### src/rtl/core_ctrl_pkg.sv
`default_nettype none
// ============================================================================
// Module   : core_ctrl_pkg
// Purpose  : Shared types and constants for the core run controller.
//            run_state_t - FSM state encoding, also visible on state_o
//            run_cmd_t   - host command opcodes on the command handshake
// Revision : 1.0 - initial release
// ============================================================================
package core_ctrl_pkg;

    localparam int unsigned PIPE_DEPTH_DEFAULT = 5;

    typedef enum logic [2:0] {
        ST_IDLE   = 3'd0,
        ST_RUN    = 3'd1,
        ST_STEP   = 3'd2,
        ST_DRAIN  = 3'd3,
        ST_HALTED = 3'd4
    } run_state_t;

    typedef enum logic [1:0] {
        CMD_NONE = 2'b00,
        CMD_RUN  = 2'b01,
        CMD_STEP = 2'b10,
        CMD_STOP = 2'b11
    } run_cmd_t;

    // Counter width able to hold a drain length of up to 'depth' cycles.
    function automatic int unsigned drain_cnt_width(input int unsigned depth);
        return $clog2(depth + 1);
    endfunction

endpackage
`default_nettype wire

### src/rtl/core_run_controller_if.sv
`default_nettype none
// ============================================================================
// Module   : core_run_controller_if
// Purpose  : Host command handshake of the run controller.
//            cmd_valid - host presents a command
//            cmd_op    - command opcode (run_cmd_t)
//            cmd_ready - controller accepts (transfer on valid & ready)
//            master    - host side, slave - controller side
// Revision : 1.0 - initial release
// ============================================================================
interface core_run_controller_if;
    import core_ctrl_pkg::*;

    logic     cmd_valid;
    run_cmd_t cmd_op;
    logic     cmd_ready;

    modport master (
        output cmd_valid,
        output cmd_op,
        input  cmd_ready
    );

    modport slave (
        input  cmd_valid,
        input  cmd_op,
        output cmd_ready
    );

endinterface
`default_nettype wire

### src/rtl/pipe_drain_timer.sv
`default_nettype none
// ============================================================================
// Module   : pipe_drain_timer
// Purpose  : Loadable down-counter timing a pipeline drain.
//            clk_i      - clock
//            rst_ni     - asynchronous active-low reset (count -> 0)
//            load_i     - load load_val_i this cycle (wins over decrement)
//            load_val_i - drain length in cycles
//            done_o     - high while the count is 1 (last drain cycle)
// Revision : 1.0 - initial release
// ============================================================================
module pipe_drain_timer #(
    parameter int unsigned WIDTH = 3
) (
    input  wire logic             clk_i,
    input  wire logic             rst_ni,
    input  wire logic             load_i,
    input  wire logic [WIDTH-1:0] load_val_i,
    output logic                  done_o
);

    localparam logic [WIDTH-1:0] c_ONE = WIDTH'(1);

    logic [WIDTH-1:0] count_q;
    logic [WIDTH-1:0] count_d;

    // Saturates at zero so an idle timer never wraps into a false done.
    always_comb begin
        count_d = count_q;
        if (load_i) begin
            count_d = load_val_i;
        end else if (count_q != '0) begin
            count_d = count_q - c_ONE;
        end
    end

    always_ff @(posedge clk_i or negedge rst_ni) begin
        if (!rst_ni) begin
            count_q <= '0;
        end else begin
            count_q <= count_d;
        end
    end

    assign done_o = (count_q == c_ONE);

endmodule
`default_nettype wire

### src/rtl/core_run_controller.sv
`default_nettype none
// ============================================================================
// Module   : core_run_controller
// Purpose  : Run/step/halt sequencer for the pipelined core. Takes host
//            commands, folds in hazard/redirect requests, drains the
//            pipeline on stop/ecall and reports status.
// Ports    : clk_i, rst_ni          - clock, async active-low reset
//            cmd (slave)            - host command handshake
//            halt_detected_i        - ecall/halt decoded in ID
//            load_hazard_i          - load-use stall request
//            branch_taken_i         - redirect resolved in EX
//            pc_en_o, if_id_en_o    - fetch-stage enables
//            flush_if_id_o          - IF/ID loads a NOP
//            force_nop_o            - kill the ID instruction
//            state_o, busy_o        - FSM state and RUN/STEP/DRAIN flag
//            halted_o               - ecall retired (terminal)
// Options  : CORE_RUN_PERF_COUNTERS_EN adds cycle_count_o / stall_count_o.
// Revision : 1.0 - initial release
// ============================================================================
module core_run_controller
    import core_ctrl_pkg::*;
#(
    parameter int unsigned PIPE_DEPTH = PIPE_DEPTH_DEFAULT,
    parameter int unsigned CNT_W      = 32
) (
    input  wire logic                  clk_i,
    input  wire logic                  rst_ni,
    core_run_controller_if.slave       cmd,
    input  wire logic                  halt_detected_i,
    input  wire logic                  load_hazard_i,
    input  wire logic                  branch_taken_i,
    output logic                       pc_en_o,
    output logic                       if_id_en_o,
    output logic                       flush_if_id_o,
    output logic                       force_nop_o,
    output logic [2:0]                 state_o,
    output logic                       busy_o,
    output logic                       halted_o
`ifdef CORE_RUN_PERF_COUNTERS_EN
    ,
    output logic [CNT_W-1:0]           cycle_count_o,
    output logic [CNT_W-1:0]           stall_count_o
`endif
);

    localparam int unsigned      c_DRAIN_W   = drain_cnt_width(PIPE_DEPTH);
    // Stop/halt: the instructions already past ID still have to retire.
    localparam logic [c_DRAIN_W-1:0] c_LOAD_STOP = c_DRAIN_W'(PIPE_DEPTH - 2);
    // Step: the single fetched instruction walks the whole pipe.
    localparam logic [c_DRAIN_W-1:0] c_LOAD_STEP = c_DRAIN_W'(PIPE_DEPTH - 1);

    generate
        if (PIPE_DEPTH < 3 || CNT_W < 1) begin : g_param_check
            $error("core_run_controller: PIPE_DEPTH must be >= 3 and CNT_W >= 1");
        end
    endgenerate

    run_state_t               state_q;
    run_state_t               state_d;
    logic                     halt_seen_q;
    logic                     halt_seen_d;
    logic                     w_load;
    logic [c_DRAIN_W-1:0]     w_load_val;
    logic                     w_drain_done;
    logic                     w_cmd_ready;
    logic                     w_stop;

    // Ready depends on state only, so valid alone marks an accepted command
    // in the states that are ready.
    assign w_stop = cmd.cmd_valid && (cmd.cmd_op == CMD_STOP);

    always_comb begin
        state_d       = state_q;
        halt_seen_d   = halt_seen_q;
        w_load        = 1'b0;
        w_load_val    = c_LOAD_STOP;
        w_cmd_ready   = 1'b0;
        pc_en_o       = 1'b0;
        if_id_en_o    = 1'b0;
        flush_if_id_o = 1'b0;
        force_nop_o   = 1'b1;

        case (state_q)
            ST_IDLE: begin
                w_cmd_ready = 1'b1;
                if (cmd.cmd_valid && cmd.cmd_op == CMD_RUN) begin
                    state_d = ST_RUN;
                end else if (cmd.cmd_valid && cmd.cmd_op == CMD_STEP) begin
                    state_d = ST_STEP;
                end
            end

            ST_RUN: begin
                w_cmd_ready = 1'b1;
                if (branch_taken_i) begin
                    // Redirect: the ID instruction is wrong-path, so a halt
                    // decoded there is discarded.
                    pc_en_o       = 1'b1;
                    if_id_en_o    = 1'b1;
                    flush_if_id_o = 1'b1;
                    force_nop_o   = 1'b1;
                    if (w_stop) begin
                        w_load  = 1'b1;
                        state_d = ST_DRAIN;
                    end
                end else if (halt_detected_i || w_stop) begin
                    // The ID instruction (ecall included) proceeds; fetch
                    // freezes and IF/ID fills with bubbles.
                    if_id_en_o    = 1'b1;
                    flush_if_id_o = 1'b1;
                    force_nop_o   = 1'b0;
                    if (halt_detected_i) begin
                        halt_seen_d = 1'b1;
                    end
                    w_load  = 1'b1;
                    state_d = ST_DRAIN;
                end else if (load_hazard_i) begin
                    force_nop_o = 1'b1;
                end else begin
                    pc_en_o     = 1'b1;
                    if_id_en_o  = 1'b1;
                    force_nop_o = 1'b0;
                end
            end

            ST_STEP: begin
                pc_en_o     = 1'b1;
                if_id_en_o  = 1'b1;
                force_nop_o = 1'b1;
                w_load      = 1'b1;
                w_load_val  = c_LOAD_STEP;
                state_d     = ST_DRAIN;
            end

            ST_DRAIN: begin
                if_id_en_o    = 1'b1;
                flush_if_id_o = 1'b1;
                force_nop_o   = 1'b0;
                if (branch_taken_i) begin
                    // Capture the redirect target so a later run resumes there.
                    pc_en_o     = 1'b1;
                    force_nop_o = 1'b1;
                end else if (halt_detected_i) begin
                    halt_seen_d = 1'b1;
                end
                if (w_drain_done) begin
                    state_d = halt_seen_d ? ST_HALTED : ST_IDLE;
                end
            end

            ST_HALTED: begin
                // Terminal until reset; outputs keep the pipe frozen.
            end

            default: begin
                state_d = ST_IDLE;
            end
        endcase
    end

    always_ff @(posedge clk_i or negedge rst_ni) begin
        if (!rst_ni) begin
            state_q     <= ST_IDLE;
            halt_seen_q <= 1'b0;
        end else begin
            state_q     <= state_d;
            halt_seen_q <= halt_seen_d;
        end
    end

    pipe_drain_timer #(
        .WIDTH      (c_DRAIN_W)
    ) u_drain_timer (
        .clk_i      (clk_i),
        .rst_ni     (rst_ni),
        .load_i     (w_load),
        .load_val_i (w_load_val),
        .done_o     (w_drain_done)
    );

    assign cmd.cmd_ready = w_cmd_ready;
    assign state_o       = state_q;
    assign busy_o        = (state_q == ST_RUN) || (state_q == ST_STEP) ||
                           (state_q == ST_DRAIN);
    assign halted_o      = (state_q == ST_HALTED);

`ifdef CORE_RUN_PERF_COUNTERS_EN
    localparam logic [CNT_W-1:0] c_CNT_ONE = CNT_W'(1);

    logic [CNT_W-1:0] cycle_cnt_q;
    logic [CNT_W-1:0] stall_cnt_q;

    always_ff @(posedge clk_i or negedge rst_ni) begin
        if (!rst_ni) begin
            cycle_cnt_q <= '0;
            stall_cnt_q <= '0;
        end else begin
            if (busy_o) begin
                cycle_cnt_q <= cycle_cnt_q + c_CNT_ONE;
            end
            if (state_q == ST_RUN && load_hazard_i && !branch_taken_i) begin
                stall_cnt_q <= stall_cnt_q + c_CNT_ONE;
            end
        end
    end

    assign cycle_count_o = cycle_cnt_q;
    assign stall_count_o = stall_cnt_q;
`endif

endmodule
`default_nettype wire
### src/flat_wrapper.sv
// flat-port wrapper written by rule: the top's interface ports become plain ports
module core_run_controller_flat import core_ctrl_pkg::*;
#(
    parameter int unsigned PIPE_DEPTH = PIPE_DEPTH_DEFAULT,
    parameter int unsigned CNT_W      = 32
)
  (clk_i, rst_ni, halt_detected_i, load_hazard_i, branch_taken_i, pc_en_o, if_id_en_o, flush_if_id_o, force_nop_o, state_o, busy_o, halted_o, cmd_cmd_valid, cmd_cmd_op, cmd_cmd_ready);
  core_run_controller_if cmd_i ();
  input  wire logic clk_i;
  input  wire logic rst_ni;
  input  wire logic halt_detected_i;
  input  wire logic load_hazard_i;
  input  wire logic branch_taken_i;
  output logic pc_en_o;
  output logic if_id_en_o;
  output logic flush_if_id_o;
  output logic force_nop_o;
  output logic [2:0] state_o;
  output logic busy_o;
  output logic halted_o;
  input wire logic [$bits(cmd_i.cmd_valid)-1:0] cmd_cmd_valid;
  input wire logic [$bits(cmd_i.cmd_op)-1:0] cmd_cmd_op;
  output wire logic [$bits(cmd_i.cmd_ready)-1:0] cmd_cmd_ready;
  assign cmd_i.cmd_valid = cmd_cmd_valid;
  assign cmd_i.cmd_op = cmd_cmd_op;
  assign cmd_cmd_ready = cmd_i.cmd_ready;
  core_run_controller #(.PIPE_DEPTH(PIPE_DEPTH), .CNT_W(CNT_W)) u_core (.clk_i(clk_i), .rst_ni(rst_ni), .cmd(cmd_i), .halt_detected_i(halt_detected_i), .load_hazard_i(load_hazard_i), .branch_taken_i(branch_taken_i), .pc_en_o(pc_en_o), .if_id_en_o(if_id_en_o), .flush_if_id_o(flush_if_id_o), .force_nop_o(force_nop_o), .state_o(state_o), .busy_o(busy_o), .halted_o(halted_o));
endmodule
### config.mk
export PLATFORM = sky130hd
export DESIGN_NAME = core_run_controller_flat
export DESIGN_NICKNAME = d
export VERILOG_FILES = /design/src/rtl/core_ctrl_pkg.sv /design/src/rtl/core_run_controller_if.sv /design/src/rtl/pipe_drain_timer.sv /design/src/rtl/core_run_controller.sv /design/src/flat_wrapper.sv
export SDC_FILE = /design/constraint.sdc
export NUM_CORES = 1
export LEC_CHECK = 0
export BUFFER_PORTS_ARGS = -buffer_cell sky130_fd_sc_hd__buf_2
export CORE_AREA = 2 2 39 41
export DETAILED_ROUTE_END_ITERATION = 6
export DIE_AREA = 0 0 41 43
export GPL_ROUTABILITY_DRIVEN = 0
export PLACE_DENSITY = 0.66
export REMOVE_ABC_BUFFERS = 1
export SYNTH_ARGS = -nofsm -noshare
export SYNTH_HDL_FRONTEND = slang
export SYNTH_SLANG_ARGS = --single-unit
### constraint.sdc
create_clock -name clk_i -period 2.2 [get_ports clk_i]
set_clock_uncertainty 0.2 [all_clocks]
set_input_delay 0.55 -clock clk_i [delete_from_list [all_inputs] [get_ports clk_i]]
set_output_delay 0.55 -clock clk_i [all_outputs]
set_load 0.005 [all_outputs]
## Yosys cells after proc, flatten, opt, wreduce, memory -nomap -nowiden

Index checks and enable logic that the tools add are counted.

- Bits in registers: 7
- Memory bits (writable): 0
- Output and inout bits: 10
- Memories: 0
- ROM bits: 0
- Input bits: 8
- Bits in latches: 0

- Shift-type cells: 0
- Equality and inequality tests: 14
- Divide/modulo/power cells: 0
- $lt $le $gt $ge: 0
- Add/sub/neg operators: 1
- Reductions and logical operators: 14
- Mux-type cells: 36
- $mul: 0
- Bitwise operators: 1

Operators by type and width:

| cell | number |
|---|---|
| $mux W3 | 10 |
| $mux W1 | 19 |
| $pmux W3 S5 | 1 |
| $pmux W1 S2 | 5 |
| $eq A3 B1 Y1 const B | 2 |
| $eq A3 B2 Y1 const B | 2 |
| $ne A3 B2 Y1 const B | 2 |
| $reduce_and A5 Y1 | 1 |
| $eq A2 B2 Y1 const B | 2 |
| $ne A2 B2 Y1 const B | 2 |
| $reduce_bool A2 Y1 | 2 |
| $reduce_or A2 Y1 | 2 |
| $eq A3 B3 Y1 const B | 1 |
| $logic_and A1 B1 Y1 | 3 |
| $logic_not A3 Y1 | 1 |
| $logic_or A1 B1 Y1 | 3 |
| $ne A3 B1 Y1 const B | 1 |
| $pmux W1 S3 | 1 |
| $reduce_and A3 Y1 | 1 |
| $reduce_bool A3 Y1 | 1 |
| $sub A3 B1 Y3 const B | 1 |
| $eq A2 B1 Y1 const B | 1 |
| $ne A2 B1 Y1 const B | 1 |
| $not A1 Y1 | 1 |

## Logic depth before layout (Yosys ltp)

- Word-level depth: 7
- Gate-level depth with buffers: 6
- Mapped depth without buffers: 6

## By module

Synthesis repeated with hierarchy kept, for this count alone.

- Cells, all modules: 70
- Area total of the unflattened synthesis: 591.8 um^2

Modules (own cells, without submodules):

| module | cells each | times used | area each (um^2) | seq. area each (um^2) |
|---|---|---|---|---|
| core_run_controller | 48 | 1 | 372.9 | 100.1 |
| pipe_drain_timer | 22 | 1 | 219.0 | 75.1 |

## Worst setup path after synthesis

OpenSTA, ideal clock, no wires.

- Path type: input -> output
- Start: in cmd_cmd_op[0]
- End: out if_id_en_o
- Setup slack: 80 ps
- Data required time: 1,450 ps
- Arrival: 1,370 ps
- Buffers on the path: 0
- Stages: 4
- Cells stage by stage: and3_4 or4b_1 a21oi_1 nor2_1

- Cells in the longest elaborated chain, start to end: 6

Ends and longest elaborated chain:

| element | RTL line | source |
|---|---|---|
| start, declared | flat_wrapper.sv:22 | `input wire logic [$bits(cmd_i.cmd_op)-1:0] cmd_cmd_op;` |
| $eq A2 B2 Y1 | core_run_controller.sv:70 | `assign w_stop = cmd.cmd_valid && (cmd.cmd_op == CMD_STOP);` |
| $logic_and A1 B1 Y1 | core_run_controller.sv:70 |  |
| $logic_or A1 B1 Y1 | core_run_controller.sv:106 | `end else if (halt_detected_i \|\| w_stop) begin` |
| $mux W1 | core_run_controller.sv:106 |  |
| $mux W1 | core_run_controller.sv:95 | `if (branch_taken_i) begin` |
| $pmux W1 S2 | core_run_controller.sv:83 | `case (state_q)` |
| end, declared | flat_wrapper.sv:15 | `output logic if_id_en_o;` |

Every way passes these cells.

## Worst setup path in the final report

Ends and elaborated chain as after synthesis.

==> results.txt <==
DP Worst Slack: -0.160 ns
fin crit period: 2.35 ns
Post-route DRC: 0
prevailing post-synth register cell: dfrtp_1
Clock Latency Late Sink: 0.25 ns
Slew Limit Fails: 0
LEAKAGE: 0.337 nW
Layout Nets: 97
failing checks: setup timing
vias in the first global route: 456
via/cell ratio: 5.17
CP cell instances: buf_6, and3_4, or4b_4, a21oi_2, nor2_1, buf_2
clk sinks: 7
worst hold path endpoint: u_core.halt_seen_q
Hold Crit Class: register to register
initial antenna violation count: 0
Synth area leaders: dfrtp_1, ha_1, nor2_1
Syn-to-layout area delta: 39.8%
CP Capture Type: output port
crit path buf inv count: 2
Finish-stage setup viols: 1
#FFs+latches synth: 7
placed cells: 96
hold_sp: u_core.halt_seen_q
Max H-tree Level: 1
die height: 43 um
Slew @ Worst Pin: 0.288 ns
hold depth: 1
Crit path largest cell delay: 0.48 ns
clock root cell: clkbuf_4
Req. time, crit path: 1.45 ns
DP HPWL: 898 um
sequential fraction of the synthesis area: 0.350
total CTS buffers: 3
final setup TNS: -0.148 ns
Avg Inst Size Synth: 8.48 um2
Critical R2R Capture: u_core.u_drain_timer.count_q[1]
Antenna Nets Post-Route: 0
clk buf depth: 2
Max VDD drop: 419 uV
largest fanout on the critical path: 3
initial DRC count: 19
post-synth top area share: 0.350
Die Wd: 41 um
Max Cap Violations: 0
DR vias: 522
Ports: 18
ratio of cells with drive above 1 in the final layout: 0.365
Worst R2R Setup Slack: 0.66 ns
Final WS setup: -0.148 ns
CTS tree: done
wirelength, routed: 1170 um
Critical Path Start Type: input port
Clock transition at path regs: 0.05 ns
Core Rows: 14
Synth cell types: 26
Post-synth top cells: nor2_1, dfrtp_1, o21ai_0
IO buf count: 17
slew margin rel.: 0.808
synthesized netlist cell count: 59
Tcrit/Tclk final: 1.07
die area: 1760 um2
core box area: 1380 um2
Finished Layout Cells: 101
Post-synth EDFFs: 0
status: finished, violations left
starting density of the core: 0.362
Max Clock Freq: 426 MHz
Tot GR Track Use: 0.157
CP Data Arrival Time: 1.60 ns
Worst path slowest cell: or4b_4
n_diodes: 0
remaining global-route overflow: 0
WL per Instance: 11.6 um
r2r startpoint: u_core.u_drain_timer.count_q[0]
synth warn: 0
largest net degree at the start of global routing: 11
WHS: 0.274 ns
FFs w/ async S/R, synth: 1.00
Crit Path Category: input port to output port
Synth area leader: dfrtp_1
Final Core Density: 0.505
Power per Cell Area: 1160 nW/um2
R2R depth: 6
RSZ-0062 raised after global routing: yes
TritonRoute pass-1 iters: 4
# Post-CTS Setup Buffers: 0
Worst path depth: 6
first-pass GRT wire length: 1830 um
Cell Area, Synth: 500 um2
top cell family by delay on the critical path: simple AND/OR/NAND/NOR gates
most common cell in the synthesized netlist: nor2_1
Hold Vio Cnt, Final: 0
per-layer routing:
metal  part of all wire  track usage  vias up
met5                  0            0        -
li1                   -            -      259
met1               0.41        0.174      236
met2               0.51        0.253       25
met3              0.063       0.0314        2
met4              0.012        0.100        0
flip-flops by register name (all words and copies together), names as in the netlist:
register and count:
u_core.halt_seen_q 1, u_core.u_drain_timer.count_q 3, u_core.state_o 3
layout by cell type, fill, tap and decap left out:
master,n
a311oi_1,2
xnor2_1,1
o31a_1,1
buf_4,6
inv_1,5
or4b_4,1
nand2b_1,2
a21o_1,1
dfrtp_1,6
nand2_1,2
dlygate4sd3_1,1
buf_6,2
a221oi_1,1
a21oi_2,1
nor3_1,1
nor4_1,1
and3_4,1
a21oi_1,1
nor2b_1,4
a31o_2,1
and2_1,1
buf_2,15
nand3b_1,1
o21a_1,1
clkbuf_1,1
mux2i_1,2
nor2_1,9
o21ai_0,6
ha_1,3
clkbuf_4,3
o21bai_1,1
dfrtp_2,1
kinds of logic after synthesis:
family,after synthesis,synth area share
XOR/XNOR,1,0.0175
AND/OR/NAND/NOR,23,0.250
multiplexers,2,0.0400
adder cells (fa/ha/maj),3,0.0750
flip-flops,7,0.350
AO/OA/AOI/OAI,16,0.213
buffers and inverters,7,0.0550
metrics by stage:
stage,instance area (um2),total power [W]
6_report,699,0.000810
5_1_grt,699,0.000899
4_1_cts,691,0.000821
3_5_place_dp,642,0.000691
3_3_place_gp,642,0.000675
2_1_floorplan,492,0.000521
final cells by class:
| type | instances | area, um2 |
|---|---|---|
| Clock buffer | 4 | 26.3 |
| Fill cell | 140 | 684 |
| Inverter | 5 | 18.8 |
| Multi-Input combinational cell | 45 | 305 |
| Sequential cell | 7 | 176 |
| Tap cell | 16 | 20.0 |
| Timing Repair Buffer | 24 | 153 |
worst max path at each step:
stage | startpoint | endpoint | slack, ns
global route | cmd_cmd_op[0] | if_id_en_o | -0.20
finish | cmd_cmd_op[0] | if_id_en_o | -0.15
floorplan | cmd_cmd_op[0] | if_id_en_o | 0.08
CTS | cmd_cmd_op[0] | if_id_en_o | -0.13
detailed placement | cmd_cmd_op[0] | if_id_en_o | -0.16
global placement | cmd_cmd_op[0] | if_id_en_o | -0.15
repair_timing:
action,in CTS,in global routing
hold buffers,1,0
cloned,0,0
endpoints found under the hold margin,7,0
setup endpoints to repair,1,3
pin swaps,1,0
resized for setup,2,3
where the power goes:
group | internal, W | switching [W]
logic | 0.000231 | 0.000209
registers | 0.000183 | 0.0000739
clock network | 0.0000690 | 0.0000443
(Power assumes the default switching activity.)
